===== src/rtl/stopwatch_ctrl.sv =====
// Stopwatch run-control: key sync/debounce/edge-detect, RUN/PAUSE/LAP FSM, 1 Hz timebase.
// Latency: key low -> state/running change after 2 + DEBOUNCE + 1 cycles; all outputs registered.
// Backpressure: none; pulses are fire-and-forget to the BCD counter datapath.

module stopwatch_key_filter #(
    parameter int DEBOUNCE = 1000000
) (
    input  logic Clk,
    input  logic reset_n,
    input  logic key_n,
    output logic press
);
    localparam int CW = (DEBOUNCE > 0) ? $clog2(DEBOUNCE + 1) : 1;
    localparam logic [CW-1:0] CNT_MAX = CW'(DEBOUNCE);

    logic          meta_q;
    logic          sync_q;
    logic          level_q;
    logic [CW-1:0] cnt_q;

    always_ff @(posedge Clk or negedge reset_n) begin
        if (!reset_n) begin
            meta_q  <= 1'b1;
            sync_q  <= 1'b1;
            level_q <= 1'b1;
            cnt_q   <= '0;
        end else begin
            meta_q <= key_n;
            sync_q <= meta_q;
            if (sync_q == level_q) begin
                cnt_q <= '0;
            end else if (cnt_q == CNT_MAX) begin
                level_q <= sync_q;
                cnt_q   <= '0;
            end else begin
                cnt_q <= cnt_q + CW'(1);
            end
        end
    end

    // Fires in the cycle the low level is accepted, so the FSM acts on the same edge level_q falls.
    assign press = level_q & ~sync_q & (cnt_q == CNT_MAX);
endmodule

module stopwatch_ctrl #(
    parameter int CLK_HZ   = 50000000,
    parameter int DEBOUNCE = 1000000
) (
    input  logic       Clk,
    input  logic       reset_n,
    input  logic       key_start_n,
    input  logic       key_stop_n,
    input  logic       key_clr_n,
    input  logic       key_lap_n,
    output logic       tick,
    output logic       clr,
    output logic       running,
    output logic       lap_hold,
    output logic [1:0] state
);
    localparam int PW = (CLK_HZ > 1) ? $clog2(CLK_HZ) : 1;
    localparam logic [PW-1:0] PRESC_MAX = PW'(CLK_HZ - 1);

    typedef enum logic [1:0] {
        IDLE  = 2'b00,
        RUN   = 2'b01,
        PAUSE = 2'b10,
        LAP   = 2'b11
    } state_t;

    state_t          state_q;
    state_t          state_d;
    logic [PW-1:0]   presc_q;
    logic [PW-1:0]   presc_d;
    logic            tick_d;

    logic press_start, press_stop, press_clr, press_lap;
    logic evt_start, evt_stop, evt_clr, evt_lap;
    logic active, active_next;

    stopwatch_key_filter #(.DEBOUNCE(DEBOUNCE)) u_key_start (
        .Clk(Clk), .reset_n(reset_n), .key_n(key_start_n), .press(press_start));
    stopwatch_key_filter #(.DEBOUNCE(DEBOUNCE)) u_key_stop (
        .Clk(Clk), .reset_n(reset_n), .key_n(key_stop_n), .press(press_stop));
    stopwatch_key_filter #(.DEBOUNCE(DEBOUNCE)) u_key_clr (
        .Clk(Clk), .reset_n(reset_n), .key_n(key_clr_n), .press(press_clr));
    stopwatch_key_filter #(.DEBOUNCE(DEBOUNCE)) u_key_lap (
        .Clk(Clk), .reset_n(reset_n), .key_n(key_lap_n), .press(press_lap));

    // Only the highest-priority coincident event survives: clr > stop > start > lap.
    always_comb begin
        evt_clr   = press_clr;
        evt_stop  = press_stop  & ~press_clr;
        evt_start = press_start & ~press_clr & ~press_stop;
        evt_lap   = press_lap   & ~press_clr & ~press_stop & ~press_start;
    end

    always_comb begin
        state_d = state_q;
        if (evt_clr) begin
            state_d = IDLE;
        end else begin
            case (state_q)
                IDLE:    if (evt_start) state_d = RUN;
                RUN:     if (evt_stop)  state_d = PAUSE;
                         else if (evt_lap) state_d = LAP;
                PAUSE:   if (evt_start) state_d = RUN;
                LAP:     if (evt_stop)  state_d = PAUSE;
                         else if (evt_lap) state_d = RUN;
                default: state_d = IDLE;
            endcase
        end
    end

    assign active      = (state_q == RUN) || (state_q == LAP);
    assign active_next = (state_d == RUN) || (state_d == LAP);

    always_comb begin
        presc_d = presc_q;
        tick_d  = 1'b0;
        if (evt_clr || (state_q == IDLE)) begin
            presc_d = '0;
        end else if (active) begin
            if (presc_q == PRESC_MAX) begin
                // A wrap on the pause edge is held back so the tick lands inside RUN/LAP on resume.
                if (active_next) begin
                    presc_d = '0;
                    tick_d  = 1'b1;
                end
            end else begin
                presc_d = presc_q + PW'(1);
            end
        end
    end

    always_ff @(posedge Clk or negedge reset_n) begin
        if (!reset_n) begin
            state_q  <= IDLE;
            presc_q  <= '0;
            tick     <= 1'b0;
            clr      <= 1'b0;
            running  <= 1'b0;
            lap_hold <= 1'b0;
        end else begin
            state_q  <= state_d;
            presc_q  <= presc_d;
            tick     <= tick_d;
            clr      <= evt_clr;
            running  <= active_next;
            lap_hold <= (state_d == LAP);
        end
    end

    assign state = state_q;
endmodule


===== config.mk =====
export PLATFORM = sky130hd
export DESIGN_NAME = stopwatch_ctrl
export DESIGN_NICKNAME = d
export VERILOG_FILES = /design/src/rtl/stopwatch_ctrl.sv
export SDC_FILE = /design/constraint.sdc
export NUM_CORES = 1
export LEC_CHECK = 0
export ABC_AREA = 1
export CAP_MARGIN = 0
export CORE_ASPECT_RATIO = 0.8
export CORE_MARGIN = 1.5
export CORE_UTILIZATION = 35
export CTS_CLUSTER_SIZE = 16
export DETAILED_ROUTE_END_ITERATION = 7
export PLACE_DENSITY = 0.48
export RECOVER_POWER = 25
export SLEW_MARGIN = 20
export SYNTH_ARGS = -nofsm -noshare
export SYNTH_HDL_FRONTEND = slang
export SYNTH_SLANG_ARGS = --single-unit

===== constraint.sdc =====
create_clock -name Clk -period 2.4 [get_ports Clk]
set_input_delay 0.72 -clock Clk [delete_from_list [all_inputs] [get_ports Clk]]
set_output_delay 0.72 -clock Clk [all_outputs]
set_load 0.05 [all_outputs]

==> results of run 1 <==
==> cell families after synthesis <==
kind of cell | Yosys count | synth area share [%]
AO/OA/AOI/OAI | 46 | 3.46
XOR/XNOR | 43 | 5.18
adder cells (fa/ha/maj) | 13 | 2.24
buffers and inverters | 144 | 7.79
flip-flops | 123 | 42.5
AND/OR/NAND/NOR | 654 | 38.8
==> state kept, by name, indices dropped and copies added (netlist names) <==
name,count
u_key_stop.cnt_q,20
tick,1
u_key_lap.level_q,1
u_key_clr.sync_q,1
u_key_clr.meta_q,1
u_key_stop.meta_q,1
u_key_start.level_q,1
u_key_clr.level_q,1
presc_q,26
u_key_start.cnt_q,20
u_key_lap.sync_q,1
u_key_lap.cnt_q,20
u_key_start.sync_q,1
u_key_start.meta_q,1
lap_hold,1
u_key_lap.meta_q,1
running,1
u_key_stop.sync_q,1
u_key_stop.level_q,1
clr,1
state,1
u_key_clr.cnt_q,20
==> cell type report <==
| cell class | count | area (um^2) | share of cell area [%] |
|---|---|---|---|
| Clock inverter | 12 | 208 | 2.46 |
| Tap cell | 264 | 330 | 3.92 |
| Clock buffer | 20 | 457 | 5.42 |
| Inverter | 130 | 488 | 5.79 |
| Sequential cell | 123 | 3090 | 36.7 |
| Timing Repair Buffer | 29 | 240 | 2.85 |
| Multi-Input combinational cell | 756 | 3610 | 42.9 |
==> through the flow <==
| step | util, % | setup WS, ns |
|---|---|---|
| final | 42.0 | 0.130 |
| after global routing | 42.0 | 0.0549 |
| after CTS | 42.0 | 0.102 |
| after detailed placement | 38.7 | 0.267 |
| after global placement | 38.7 | 0.352 |
| after floorplan | - | 0.592 |
==> layer usage <==
layer  routed length, um  up-vias  GRT usage, %  share of wire [%]
li1                    -     3290             -                  -
met1               10000     2894          27.8                 57
met2                6910       70          24.1                 39
met3                 544       17          3.62                3.1
met4                 183        0          4.55                1.0
met5                   0        -             0                  0
==> worst max-delay path by stage <==
stage                         from               end  slack [ns]  depth (start not counted)
6_report                       clr               clr        0.13                          1
5_1_grt                    reset_n  u_key_clr.sync_q        0.05                          2
4_1_cts                        clr               clr        0.10                          1
3_5_place_dp   u_key_stop.cnt_q[0]       presc_q[22]        0.27                          9
3_3_place_gp   u_key_stop.cnt_q[0]       presc_q[22]        0.35                          9
2_1_floorplan              running       presc_q[21]        0.59                          9
==> power by group through the flow <==
stage	logic (uW)	clock network, uW	registers (uW)
floorplan	79.0	0	2150
global placement	175	0	2160
detailed placement	174	0	2160
CTS	175	3010	2120
global route	193	3120	2120
finish	165	2940	2120
==> layout by cell type, fill, tap and decap left out, types with 3 or more instances in the layout <==
master and instances:
xnor2_1 11, inv_1 120, dfrtp_1 111, nor3_1 41, buf_4 20, inv_2 8
nor2_1 221, ha_1 13, clkbuf_16 17, a21oi_1 27, dfstp_2 12, nor2_2 4
nand3_1 94, dlygate4sd3_1 4, inv_6 4, xor2_1 32, nand2_1 249, nor3_2 4
clkinvlp_4 3, nor3b_1 5, o21ai_0 12, nand4_1 20, clkdlybuf4s50_1 3, bufinv_16 5
==> impl_metrics.tcl, run 1 <==
set metrics [dict create \
    outcome "finished with violations" \
    failed_checks "max-capacitance violations, max-slew violations" \
    leakage_uw 0.00376 \
    post_cts_buffers 0 \
    synth_seq_cells 123 \
    root_buffer "clkbuf_16" \
    drtAntennaViolNets 0 \
    dieArea_mm2 0.0217 \
    grt_pass1_vias 5952 \
    synth_flop_cell "dfrtp_1" \
    finalHoldViolations 0 \
    fill_cells 2068 \
    rows 46 \
    power_uw 5230 \
    fin_setup_tns_ns 0 \
    p_sw_uw 1160 \
    viasPerCell 4.70 \
    startpoint_type "register" \
    synth_top_area_share_pct 38.2 \
    min_to "u_key_lap.sync_q" \
    slew-limit-headroom_pct -10.3 \
    tightest_slew_ns 1.65 \
    drt-initial-drc-count 416 \
    clock_latency_ns 0.42 \
    critPathKind "register to primary output" \
    final_cells 1334 \
    cts_resized 0 \
    dpl.hpwl_um 12900 \
    grt_start_max_net_pins 42 \
    start_util_pct 36.2 \
    min_from "u_key_lap.meta_q" \
    ys_top_cells_by_area "dfrtp_1 38%, nand2_1 13%, nor2_1 11%" \
    cpMaxStageDelayCell "clkdlybuf4s50_1" \
    ir_drop_mv 0.371 \
    ios 12 \
    hp-class "register to register" \
    drc 0 \
    cp.arrival_ns 1.55 \
    fin_crit_sh_pct 94.6 \
    synth_edf_count 0 \
    synthArstFlopShare_pct 100 \
    netlist_instances 1023 \
    cp_max_fo 1 \
    die_h_um 132 \
    placed_cell_area_mm2 0.00777 \
    path_cells "clkdlybuf4s50_1" \
    syn_area_mm2 0.00727 \
    seq_power_share_pct 40.6 \
    reg2regPathDepth 9 \
    synth_common_cells "249 x nand2_1, 221 x nor2_1, 120 x inv_1" \
    drv_cap 1 \
    clockBufferDepth 2 \
    r2r_start "u_key_stop.cnt_q[0]" \
    grt_usage_pct 17.7 \
    critPathBufInv 1 \
    clkSinkCount 123 \
    hold_buffers 0 \
    die_x_um 164 \
    syn_avg_cell_area_um2 7.11 \
    r2r-end "presc_q[22]" \
    vias 6271 \
    cts_tree "built" \
    critical-path-max-stage-delay_ns 0.80 \
    routabilityCongestion 0.872 \
    hold_slack_ns 0.356 \
    setup_viol 0 \
    synthesis.nets 1042 \
    final_nets 1076 \
    min_path_cells 0 \
    rsz0062_at_grt "no" \
    htreeDepth 4 \
    post-synth-top-count-cell "nand2_1" \
    synth_cell_type_count 39 \
    antenna_found_initial 0 \
    critical-path-top-delay-family "buffers and inverters" \
    p_per_area_mw_per_mm2 620 \
    wl_per_cell_um 13.2 \
    fin_area_mm2 0.00843 \
    worst_clock_skew_ns 0.0108 \
    clkPwrFrac_pct 56.3 \
    ys_seq_area_share_pct 42.5 \
    diodes 0 \
    port_buffers 11 \
    area_growth_pct 15.9 \
    power_frac_comb_pct 3.2 \
    slew_violations 35 \
    critPathCaptureType "primary output" \
    firstDrtPassIters 5 \
    cts_buffers 17 \
    yosys.area.top_type "dfrtp_1" \
    grt_pass1_wl_um 30600 \
    reg2reg_slack_ns 0.30 \
    ys_warn_count 0 \
    worstPathRequired_ns 1.68 \
    layout_min_cycle_time_ns 2.27 \
    finalWirelength_um 17600 \
    fmax_mhz 440 \
    dpl.cell_count 1302 \
    clkTransAtPathRegs_ns 0.06 \
    power.internal_uw 4070 \
    core_area_mm2 0.0201 \
    drive_gt1_share_pct 8.60 \
    overflow 0 \
    p_sw_share_pct 22.2 \
]
Power figures use the tool's default switching activity.
==> run 2, diff against run 1 <==
Settings changed: TNS_END_PERCENT set to 50.
==> results of run 2 <==
No change in the layout: final DEF, timing and power equal those of run 1.
